[src/rtl/fb_pkg.sv]
// Shared framebuffer geometry, pixel type and arbiter state encoding.
package fb_pkg;

    localparam int H_ACTIVE = 640;
    localparam int V_ACTIVE = 480;
    localparam int FB_DEPTH = H_ACTIVE * V_ACTIVE;
    localparam int ADDR_W   = 19;

    typedef struct packed {
        logic [7:0] r;
        logic [7:0] g;
        logic [7:0] b;
    } rgb_t;

    typedef enum logic [0:0] {
        IDLE  = 1'b0,
        CLEAR = 1'b1
    } arb_state_t;

endpackage

[src/rtl/fb_addr_calc.sv]
// Row-major pixel address: y*H_ACTIVE + x, truncated to ADDR_W bits.
// With H_ACTIVE=640 the constant multiply reduces to (y<<9)+(y<<7)+x.
module fb_addr_calc #(
    parameter int H_ACTIVE = fb_pkg::H_ACTIVE,
    parameter int ADDR_W   = fb_pkg::ADDR_W
) (
    input  logic [9:0]        i_x,
    input  logic [8:0]        i_y,
    output logic [ADDR_W-1:0] o_addr
);

    assign o_addr = ADDR_W'(32'(i_y) * 32'(H_ACTIVE) + 32'(i_x));

endmodule

[src/rtl/fb_access_arbiter.sv]
// Single-port framebuffer arbiter: scan-out reads win every cycle, the
// clear sweep and raster writes fill the RAM cycles scan-out leaves idle.
module fb_access_arbiter #(
    parameter int H_ACTIVE = fb_pkg::H_ACTIVE,
    parameter int V_ACTIVE = fb_pkg::V_ACTIVE,
    parameter int ADDR_W   = fb_pkg::ADDR_W,
    parameter int DROP_W   = 16
) (
    input  logic              pixclk,
    input  logic              reset,
    input  logic              scan_req,
    input  logic [9:0]        scan_x,
    input  logic [8:0]        scan_y,
    output logic              scan_rvalid,
    output logic [23:0]       scan_rdata,
    input  logic              wr_valid,
    output logic              wr_ready,
    input  logic [9:0]        wr_x,
    input  logic [8:0]        wr_y,
    input  logic [23:0]       wr_rgb,
    input  logic              clear_start,
    input  logic [23:0]       clear_rgb,
    output logic              clear_busy,
    output logic              clear_done,
    output logic [DROP_W-1:0] drop_count,
    output logic              mem_en,
    output logic              mem_we,
    output logic [ADDR_W-1:0] mem_addr,
    output logic [23:0]       mem_wdata,
    input  logic [23:0]       mem_rdata
);

    import fb_pkg::*;

    localparam logic [31:0]       H_U       = 32'(H_ACTIVE);
    localparam logic [31:0]       V_U       = 32'(V_ACTIVE);
    localparam logic [ADDR_W-1:0] LAST_ADDR = ADDR_W'(H_ACTIVE * V_ACTIVE - 1);

    arb_state_t        r_state;
    arb_state_t        w_state_next;
    logic [ADDR_W-1:0] r_clear_addr;
    logic [ADDR_W-1:0] w_clear_addr_next;
    rgb_t              r_clear_rgb;
    logic              w_latch_clear;

    logic              r_mem_en_p0;
    logic              r_mem_we_p0;
    logic [ADDR_W-1:0] r_mem_addr_p0;
    logic [23:0]       r_mem_wdata_p0;
    logic              r_done_p0;
    logic              r_scan_vld_p0;
    logic              r_scan_vld_p1;
    logic [DROP_W-1:0] r_drop;

    logic              w_mem_en;
    logic              w_mem_we;
    logic [ADDR_W-1:0] w_mem_addr;
    logic [23:0]       w_mem_wdata;
    logic              w_done;
    logic              w_scan_issue;
    logic              w_drop;
    logic              w_wr_hs;
    logic              w_wr_inrange;
    logic [ADDR_W-1:0] w_scan_addr;
    logic [ADDR_W-1:0] w_wr_addr;

    fb_addr_calc #(.H_ACTIVE(H_ACTIVE), .ADDR_W(ADDR_W)) u_scan_addr (
        .i_x    (scan_x),
        .i_y    (scan_y),
        .o_addr (w_scan_addr)
    );

    fb_addr_calc #(.H_ACTIVE(H_ACTIVE), .ADDR_W(ADDR_W)) u_wr_addr (
        .i_x    (wr_x),
        .i_y    (wr_y),
        .o_addr (w_wr_addr)
    );

    assign wr_ready     = !scan_req && (r_state == IDLE) && !reset;
    assign w_wr_hs      = wr_valid && wr_ready;
    assign w_wr_inrange = (32'(wr_x) < H_U) && (32'(wr_y) < V_U);

    // Pick this cycle's RAM owner (scan > clear > raster) and the next FSM state.
    always_comb begin
        w_state_next      = r_state;
        w_clear_addr_next = r_clear_addr;
        w_latch_clear     = 1'b0;
        w_mem_en          = 1'b0;
        w_mem_we          = 1'b0;
        w_mem_addr        = r_mem_addr_p0;
        w_mem_wdata       = r_mem_wdata_p0;
        w_done            = 1'b0;
        w_scan_issue      = 1'b0;
        w_drop            = 1'b0;

        if (scan_req) begin
            w_mem_en     = 1'b1;
            w_mem_addr   = w_scan_addr;
            w_scan_issue = 1'b1;
        end else if (r_state == CLEAR) begin
            w_mem_en    = 1'b1;
            w_mem_we    = 1'b1;
            w_mem_addr  = r_clear_addr;
            w_mem_wdata = r_clear_rgb;
            if (r_clear_addr == LAST_ADDR) begin
                w_state_next = IDLE;
                w_done       = 1'b1;
            end else begin
                w_clear_addr_next = r_clear_addr + ADDR_W'(1);
            end
        end else if (w_wr_hs) begin
            if (w_wr_inrange) begin
                w_mem_en    = 1'b1;
                w_mem_we    = 1'b1;
                w_mem_addr  = w_wr_addr;
                w_mem_wdata = wr_rgb;
            end else begin
                w_drop = 1'b1;
            end
        end

        // A clear request only takes effect from IDLE; mid-sweep requests are ignored.
        if ((r_state == IDLE) && clear_start) begin
            w_state_next      = CLEAR;
            w_latch_clear     = 1'b1;
            w_clear_addr_next = '0;
        end
    end

    // FSM state, sweep pointer and latched clear colour.
    always_ff @(posedge pixclk) begin
        if (reset) begin
            r_state      <= IDLE;
            r_clear_addr <= '0;
            r_clear_rgb  <= '0;
        end else begin
            r_state      <= w_state_next;
            r_clear_addr <= w_clear_addr_next;
            if (w_latch_clear) begin
                r_clear_rgb <= clear_rgb;
            end
        end
    end

    // Registered RAM port; address and data hold when the port is idle.
    always_ff @(posedge pixclk) begin
        if (reset) begin
            r_mem_en_p0    <= 1'b0;
            r_mem_we_p0    <= 1'b0;
            r_mem_addr_p0  <= '0;
            r_mem_wdata_p0 <= '0;
            r_done_p0      <= 1'b0;
        end else begin
            r_mem_en_p0    <= w_mem_en;
            r_mem_we_p0    <= w_mem_we;
            r_mem_addr_p0  <= w_mem_addr;
            r_mem_wdata_p0 <= w_mem_wdata;
            r_done_p0      <= w_done;
        end
    end

    // Scan read-valid pipeline (fixed two-cycle latency) and saturating drop counter.
    always_ff @(posedge pixclk) begin
        if (reset) begin
            r_scan_vld_p0 <= 1'b0;
            r_scan_vld_p1 <= 1'b0;
            r_drop        <= '0;
        end else begin
            r_scan_vld_p0 <= w_scan_issue;
            r_scan_vld_p1 <= r_scan_vld_p0;
            if (w_drop && (r_drop != {DROP_W{1'b1}})) begin
                r_drop <= r_drop + DROP_W'(1);
            end
        end
    end

    assign mem_en      = r_mem_en_p0;
    assign mem_we      = r_mem_we_p0;
    assign mem_addr    = r_mem_addr_p0;
    assign mem_wdata   = r_mem_wdata_p0;
    assign clear_busy  = (r_state == CLEAR);
    assign clear_done  = r_done_p0;
    assign drop_count  = r_drop;
    assign scan_rvalid = r_scan_vld_p1;
    assign scan_rdata  = r_scan_vld_p1 ? mem_rdata : 24'h0;

endmodule

[config.mk]
export PLATFORM = sky130hd
export DESIGN_NAME = fb_access_arbiter
export DESIGN_NICKNAME = d
export VERILOG_FILES = /design/src/rtl/fb_pkg.sv /design/src/rtl/fb_addr_calc.sv /design/src/rtl/fb_access_arbiter.sv
export SDC_FILE = /design/constraint.sdc
export NUM_CORES = 1
export LEC_CHECK = 0
export ABC_CLOCK_PERIOD_IN_PS = 3100
export CORE_ASPECT_RATIO = 0.8
export CORE_MARGIN = 2
export CORE_UTILIZATION = 43
export CTS_BUF_LIST = sky130_fd_sc_hd__clkbuf_4 sky130_fd_sc_hd__clkbuf_8
export DETAILED_ROUTE_END_ITERATION = 10
export PLACE_DENSITY = 0.77
export SYNTH_ARGS = -nofsm -noshare
export SYNTH_HDL_FRONTEND = slang
export SYNTH_SLANG_ARGS = --single-unit
[constraint.sdc]
create_clock -name pixclk -period 3.1 [get_ports pixclk]
set_clock_uncertainty 0.05 [all_clocks]
set_input_delay 0.62 -clock pixclk [delete_from_list [all_inputs] [get_ports pixclk]]
set_output_delay 0.62 -clock pixclk [all_outputs]
set_load 0.02 [all_outputs]
==> metrics <==
run status finished, final reports clean; placed cells 1139; share of cells above drive strength 1 0.1348; minimum clock period 3026 ps; Place WS -646.8 ps; initial drt markers 261; Slew Viols, Final 0; FILL cells 1129; Async S/R FF share, synth 0; CP Capture Type flip-flop; Slew headroom 0.4871; synthesized flop and latch total 108; MaxCap Viol Count 0; PwrDens 380.7 mW/mm²; Top FF cell, synth dfxtp_1; post-synthesis sequential area ratio 0.3534; Req. time, crit path 3370 ps; wire per inst 14.96 µm; Post-synth EDFFs 0; Post-Syn Nets 888; count of final hold-check violations 0; DRT Pass-1 Iters 4; GRT Resource Usage Total 0.2240; Synth top area share 0.3534; die area 0.01520 mm²; Cell Count, Final, Fillers Out 1159; nets 1129; worst hold start r_scan_vld_p0; initial core utilization 0.4453; Layout Area Growth over Synthesis 49.16%; CTS sink cnt 108; vias in the first global route 5563; Startpoint Class input port; PnR worst setup slack 74.50 ps; first-pass GRT wire length 27590 µm; placer congestion estimate 0.8693; Syn Area/Cell 8.347 µm²; TritonCTS buffer count 9; initial antenna violation count 0; most frequent cell after synthesis dfxtp_1; Die Height 110.7 µm; number of remaining DRC errors 0; most area-consuming cells after synthesis dfxtp_1 (35%), ha_1 (7.4%), nor2_1 (6.1%); Worst Hold Depth 1; Syn Std Cell Area 0.006118 mm²; gr ovfl total 0; largest net degree at the start of global routing 73; ANT nets after route 0; Buffers on Ports 203; final hold slack 405.4 ps; R2R Setup Slk 790 ps; final WL 17340 µm; reg2reg start r_clear_addr[14]; antenna cells 0; hold endpoint scan_rvalid; r2r worst-path depth 7; worst-skew pair later-pin latency 390 ps; TritonCTS clock tree built; commonest cells in the synthesized netlist dfxtp_1 (108), nor2_1 (100), nand2_1 (69); RR Endpoint r_clear_addr[11]; leakage 0.003498 µW; crit share post-route 0.9760; clk slew on worst S/H paths 100 ps; Core Rows 38; H-tree levels 3; DR vias/cell 5.192; hold crit path type flip-flop to flip-flop; Synth Instances 733; library cells used by synthesis 67; Setup CP Type input port to flip-flop; f_max 330.5 MHz; # IOs 204; top cell type by total area after synthesis dfxtp_1; Peak VDD IR 0.2547 mV; final setup fails 0; width of the die 137.4 µm; via count 6017; crit path DAT 3300 ps; CTS Buffer Depth 2; Yosys warnings 0; core box area 0.01374 mm²; DP Wirelength 13040 µm; worst-path fanout max 3; worst-margin pin slew 769.4 ps; Root Driver clkbuf_8
routing by layer:
metal / vias to the layer above / part of all wire / global-route usage
met2: 173 / 0.48 / 0.3781
met3: 16 / 0.067 / 0.04664
met1: 2757 / 0.44 / 0.2951
met4: 0 / 0.010 / 0.04399
li1: 3071 / - / -
met5: - / 0 / 0
critical path, cell delays in order:
cell and delay [ps]:
dlygate4sd2_1 300, ha_4 240, fa_2 390, a21o_1 200, a2111o_1 410, a221oi_2 290, nand2_1 130, or3b_1 380
a31oi_2 210, a311o_2 130
placed cells by master, fill, tap and decap left out, types with 12 or more instances in the layout:
master	n
nand3_1	19
clkdlybuf4s50_1	192
buf_4	63
o21ai_0	21
and2_1	25
mux2i_1	36
ha_1	26
xor2_1	18
dfxtp_1	107
nor2_1	98
inv_1	12
nor3_1	14
nand2_1	69
xnor2_1	25
a21oi_1	64
a211oi_1	30
kinds of logic after synthesis:
group | share of synthesized area
AOI/OAI and AO/OA | 0.1669
xor gates and xnor gates | 0.06585
adders and majority gates | 0.08671
buffers and inverters | 0.03333
DFF | 0.3534
muxes | 0.06442
and+or+nand+nor | 0.2295
stage by stage:
step | utilization | area, µm² | TNS, ps | total power, µW
after floorplan | - | 6123 | 0 | 2073
after global placement | 0.6334 | 8703 | -2677 | 2552
after detailed placement | 0.6334 | 8703 | -2842 | 2568
after CTS | 0.6533 | 8976 | 0 | 3465
after global routing | 0.6642 | 9126 | -30.21 | 3660
final | 0.6642 | 9126 | 0 | 3475
layout make-up:
type | instances | area (µm²) | area share
Timing Repair Buffer | 268 | 2532 | 0.2775
Sequential cell | 108 | 2163 | 0.2370
Clock inverter | 7 | 81.33 | 0.008911
Inverter | 12 | 45.04 | 0.004936
Clock buffer | 9 | 123.9 | 0.01357
Multi-Input combinational cell | 575 | 3955 | 0.4334
Tap cell | 180 | 225.2 | 0.02468
sequential cells by signal, summed over array words and instances, names as in the netlist, 16 cells and up:
| signal | flops |
|---|---|
| mem_wdata | 24 |
| r_clear_rgb | 24 |
| mem_addr | 19 |
| r_clear_addr | 19 |
| drop_count | 16 |
where the power goes:
part	total, µW	switching, µW	leakage, µW	internal, µW
registers	1500	39.5	0.000883	1460
clock network	878	554	0.000103	323
logic	1100	518	0.00251	583
how the worst max path moves through the flow:
stage | cells past startpoint | slack [ps] | from | endpoint
global placement | 11 | -650 | wr_y[1] | mem_addr[18]
floorplan | 10 | 4 | wr_y[1] | mem_addr[17]
finish | 10 | 70 | wr_y[4] | mem_addr[18]
detailed placement | 11 | -650 | wr_y[1] | mem_addr[18]
CTS | 11 | 2 | wr_y[1] | mem_addr[18]
global route | 12 | -30 | wr_y[4] | mem_addr[18]
what timing repair did:
action	in CTS	in global routing
hold buffers	0	0
pin swaps	12	19
setup endpoints to repair	4	5
gates resized for setup	22	24
buffers inserted	2	2
Note: power is estimated with default switching activity, not from simulation.
==> variant 1, RTL diff (same settings) <==
Make the reset (`reset`) asynchronous in 3 clocked blocks.
--- a/src/rtl/fb_access_arbiter.sv
+++ b/src/rtl/fb_access_arbiter.sv
@@ -130,3 +130,3 @@
     // FSM state, sweep pointer and latched clear colour.
-    always_ff @(posedge pixclk) begin
+    always_ff @(posedge pixclk or posedge reset) begin
         if (reset) begin
@@ -145,3 +145,3 @@
     // Registered RAM port; address and data hold when the port is idle.
-    always_ff @(posedge pixclk) begin
+    always_ff @(posedge pixclk or posedge reset) begin
         if (reset) begin
@@ -162,3 +162,3 @@
     // Scan read-valid pipeline (fixed two-cycle latency) and saturating drop counter.
-    always_ff @(posedge pixclk) begin
+    always_ff @(posedge pixclk or posedge reset) begin
         if (reset) begin
Formal check against the unedited RTL: differs if reset is asserted again (counterexample within 4 cycles, from zero or initial values and one cycle with reset high); with reset held inactive, the same outputs for 4 cycles.
==> variant 1 against the original RTL <==
Clock power shrank 7.5%. Routed wire length up 0.96%. Worst setup slack better by 0.068 ns. Register-to-register slack got worse by 0.07 ns. Design area increased by 6.1%. Final cell count decreased by 4.8%. Sequential cell count did not move. Critical path depth did not move. Area after synthesis up 5.9%. Count of clock-buffer cells in the layout grew 1. Total power increased by 36%.
==> variant 1: results (changes against the original RTL) <==
qor: final_layout.n_clock_buffer 10 [was 9]
qor: global_routing.met2_capacity_usage_during_global_routing 0.3492 [was 0.3781]
qor: routing.met2_length 8130 um [was 8290 um]
qor: synthesis.yosys-top-cells-area dfrtp_1 42%, ha_1 6.9%, mux2i_1 5.7% [was dfxtp_1 35%, ha_1 7.4%, nor2_1 6.1%]
qor: synthesis.post_synth_xor_area_fraction 0.07355 [was 0.06585]
qor: routing.dr_wl_met3 1178 um [was 1157 um]
qor: final_layout.nonClockBufferCount 277 [was 268]
qor: global_routing.globalRouteMet1Util 0.2974 [was 0.2951]
qor: synthesis.ys_seq_area_frac 0.4170 [was 0.3534]
qor: synthesis.synth_adder_area_share 0.08185 [was 0.08671]
qor: critical_path.largest_stage_delay_on_the_critical_path 0.44 ns [was 0.41 ns]
qor: placed_design.gp_congestion 0.8451 [was 0.8693]
qor: run_status.status complete, no violations [unchanged]
qor: synthesis.yosys-top-cells-count 108 x dfrtp_1, 75 x nor2_1, 50 x nand2_1 [was 108 x dfxtp_1, 100 x nor2_1, 69 x nand2_1]
qor: routing.drt_first_pass_iters 5 [was 4]
qor: final_layout.final_net_count 1065 [was 1129]
qor: routing.dr_total_vias 5693 [was 6017]
qor: floorplan.die_area 0.01608 sq mm [was 0.01520 sq mm]
qor: global_routing.grt_util_met3 0.05164 [was 0.04664]
qor: synthesis.synth_mux_area_frac 0.1006 [was 0.06442]
qor: routing.totalWireLength 17510 um [was 17340 um]
qor: critical_path.critical_path.max_fanout 6 [was 3]
qor: final_layout.seq-cell-share 0.2792 [was 0.2370]
qor: global_routing.grt_start_max_net_pins 55 [was 73]
qor: power_and_ir_drop.p_leak 0.004308 uW [was 0.003498 uW]
qor: critical_path.critical-path-top-delay-family adder cells [was compound AO/OA/AOI/OAI gates]
qor: critical_path.worst_ep_arrival_time 3.15 ns [was 3.30 ns]
qor: final_layout.nonClockInverterCount 18 [was 12]
[variant 1: power by group]
part | switching (uW) | internal [uW] | total (uW) | leakage, uW
Combinational | 921 | 1050 | 1970 | 0.00289
Clock | 490 | 322 | 812 | 0.0000944
Sequential | 223 | 1720 | 1940 | 0.00132
Total | 1630 | 3090 | 4730 | 0.00431
[variant 1: cells by family (layout without fill, tap and decap cells)]
kind of cell	Yosys count	in the layout
simple gates	219	219
compound gates	123	123
flops	108	108
mux	62	62
xor+xnor	52	52
buf+inv	43	310
fa+ha+maj	40	40
[variant 1: stage by stage]
step	setup TNS [ns]	power [uW]	area, sq um	hold slack, ns	util
2_1_floorplan	-0.05931	2973	6526	0.2812	-
3_3_place_gp	-2.534	3797	9199	0.3143	0.6189
3_5_place_dp	-2.838	3849	9199	0.3070	0.6189
4_1_cts	0	4692	9432	0.3278	0.6345
5_1_grt	-0.02029	5045	9684	0.3474	0.6515
6_report	0	4728	9684	0.3249	0.6515
[variant 1: path summary, 6_finish.rpt]
path / start / endpoint / slack (ns) / cells after the start
min in group asynchronous: reset / mem_en$_DFF_PP0_ / 0.57 / 2
max in group asynchronous: reset / mem_we$_DFF_PP0_ / 1.78 / 3
setup / recovery: wr_y[6] / mem_addr[16]$_DFFE_PP0P_ / 0.14 / 10
hold reg to reg: r_scan_vld_p0$_DFF_PP0_ / scan_rvalid$_DFF_PP0_ / 0.32 / 0
hold / removal: r_scan_vld_p0$_DFF_PP0_ / scan_rvalid$_DFF_PP0_ / 0.32 / 0
setup reg to reg: r_clear_addr[12]$_DFFE_PP0P_ / r_clear_addr[17]$_DFFE_PP0P_ / 0.72 / 7
[variant 1: timing repair]
item	4_1_cts	5_1_grt
pin swaps	6	19
resized for setup	13	43
buffers inserted	1	6
endpoints found under the setup margin	4	3
==> variant 2, RTL diff (config.mk and constraints unchanged) <==
Made on the original files. Set the parameter `DROP_W` to 32 (it was 16).
--- a/src/rtl/fb_access_arbiter.sv
+++ b/src/rtl/fb_access_arbiter.sv
@@ -6,3 +6,3 @@
     parameter int ADDR_W   = fb_pkg::ADDR_W,
-    parameter int DROP_W   = 16
+    parameter int DROP_W   = 32
 ) (
Ports: changed (resized drop_count); port bits go from 204 to 220. No check against the original RTL was run, so the function may have changed too.
==> variant 2 against the original RTL <==
Design area increased by 11%. Area after synthesis increased by 15%. Via count increased by 16%. Sequential cell count increased by 16. Final cell count increased by 13%. Routed wire length increased by 18%. Hold slack got worse by 0.040 ns. Worst setup slack improved by 0.060 ns. Total power increased by 19%.
==> variant 2: results (changes against the original RTL) <==
qor: run_status.status complete, no violations [unchanged]
qor: routing.met2_length 9209 um [was 8290 um]
qor: timing.tightest_slew 1.082 ns [was 0.7694 ns]
qor: power_and_ir_drop.p_leak 0.003888 uW [was 0.003498 uW]
qor: critical_path.worst_r2r_startpoint drop_count[0]$_SDFFE_PP0P_ [was r_clear_addr[14]$_SDFFE_PP0P_]
qor: routing.drt_first_pass_iters 5 [was 4]
qor: global_routing.grt_util_met3 0.08069 [was 0.04664]
qor: global_routing.met2_capacity_usage_during_global_routing 0.3703 [was 0.3781]
qor: clock_network.cts_root_buffer clkbuf_8 [unchanged]
qor: final_layout.final_net_count 1240 [was 1129]
qor: routing.totalWireLength 20400 um [was 17340 um]
qor: final_layout.fillCellCount 1380 [was 1129]
qor: critical_path.worst_ep_arrival_time 3.24 ns [was 3.30 ns]
qor: placed_design.placement.cell_area 0.009754 sq mm [was 0.008703 sq mm]
qor: synthesis.yosys-top-cells-area dfxtp_1 35%, ha_1 6.4%, nor2_1 5.2% [was dfxtp_1 35%, ha_1 7.4%, nor2_1 6.1%]
qor: routing.dr_wl_met3 1821 um [was 1157 um]
qor: placed_design.gp_congestion 0.8808 [was 0.8693]
qor: global_routing.grt_pass1_vias 6419 [was 5563]
qor: critical_path.cp-startpoint scan_y[1] [was wr_y[4]]
qor: routing.drt-vias-per-instance 5.326 [was 5.192]
qor: power_and_ir_drop.comb_power_share 0.262 [was 0.317]
qor: critical_path.critical_path.max_fanout 2 [was 3]
qor: synthesis.synth_cell_type_count 72 [was 67]
qor: worst_hold_path.holdCritStartpoint reset [was r_scan_vld_p0$_SDFF_PP0_]
qor: clock_network.clock_latency 0.43 ns [was 0.39 ns]
qor: critical_path.crit_path_top_delay_cell clkdlybuf4s50_1 [was a2111o_1]
qor: worst_hold_path.worstHoldPathType input port to flop [was flop to flop]
qor: power_and_ir_drop.vdd.ir_drop.worst 0.3320 mV [was 0.2547 mV]
qor: critical_path.critical-path-top-delay-family adder cells [was compound AO/OA/AOI/OAI gates]
qor: final_layout.drive_gt1_frac 0.1120 [was 0.1348]
qor: clock_network.clk_transition_reported_paths 0.07 ns [was 0.10 ns]
qor: global_routing.globalRouteMet1Util 0.2924 [was 0.2951]
qor: placed_design.dp.final_hpwl 15210 um [was 13040 um]
qor: final_layout.diodes 0 [unchanged]
qor: global_routing.global_route_wire_length_before_repair 32260 um [was 27590 um]
qor: clock_network.cts-buffers-inserted 17 [was 9]
qor: placed_design.io_buffer_count 219 [was 203]
variant 2: cell count changes after synthesis, moves of 5 or more:
cell and delta:
a21oi_1 -19, and4_1 +7, clkbuf_1 +10, dfxtp_1 +16
mux2i_1 -6, nand2_1 +22, nand3_1 +5, nor3_1 +19
nor4_1 +7, nor4b_1 +5, o21ai_0 +6, o22ai_1 +8
xnor2_1 +12
variant 2: cells by family (layout without fill, tap and decap cells):
kind of cell               after synthesis  count (layout)  share of synthesized area
AOI/OAI and AO/OA                      164             164                     0.1583
xor gates and xnor gates                58              58                    0.07244
adders and majority gates               40              40                    0.07565
buffers and inverters                   55             322                    0.03300
DFF                                    124             124                     0.3540
muxes                                   30              30                    0.04282
and+or+nand+nor                        360             360                     0.2639
variant 2: final cells by class:
cell class,count,area share
repair buffers,278,0.2616
clock inverters,13,0.01132
well taps,215,0.02646
multi-input cells,652,0.4268
inverters,12,0.004430
clock buffers,19,0.02510
flip-flops and latches,124,0.2442
variant 2: final timing paths:
check                                               endpoint  slack [ns]  cells after the start
worst max-delay path               mem_addr[17]$_SDFFE_PP0P_        0.13                     11
worst min-delay path                  scan_rvalid$_SDFF_PP0_        0.37                      2
worst max register to register   drop_count[14]$_SDFFE_PP0P_        0.72                      8
worst min register to register  r_clear_rgb[19]$_SDFFE_PP0P_        0.41                      2
variant 2: what timing repair did:
| action | in CTS | in global routing |
|---|---|---|
| resized for setup | 0 | 10 |
| buffers inserted | 0 | 1 |
| endpoints found under the setup margin | 0 | 5 |
variant 2: stage by stage:
step	hold slack [ns]	worst slack [ns]	cells
after floorplan	0.3638	0.2256	831
after global placement	0.3914	-0.3625	1280
after detailed placement	0.3972	-0.4469	1280
after CTS	0.3364	0.02990	1312
after global routing	0.3444	0.007155	1313
final	0.3657	0.1346	1313
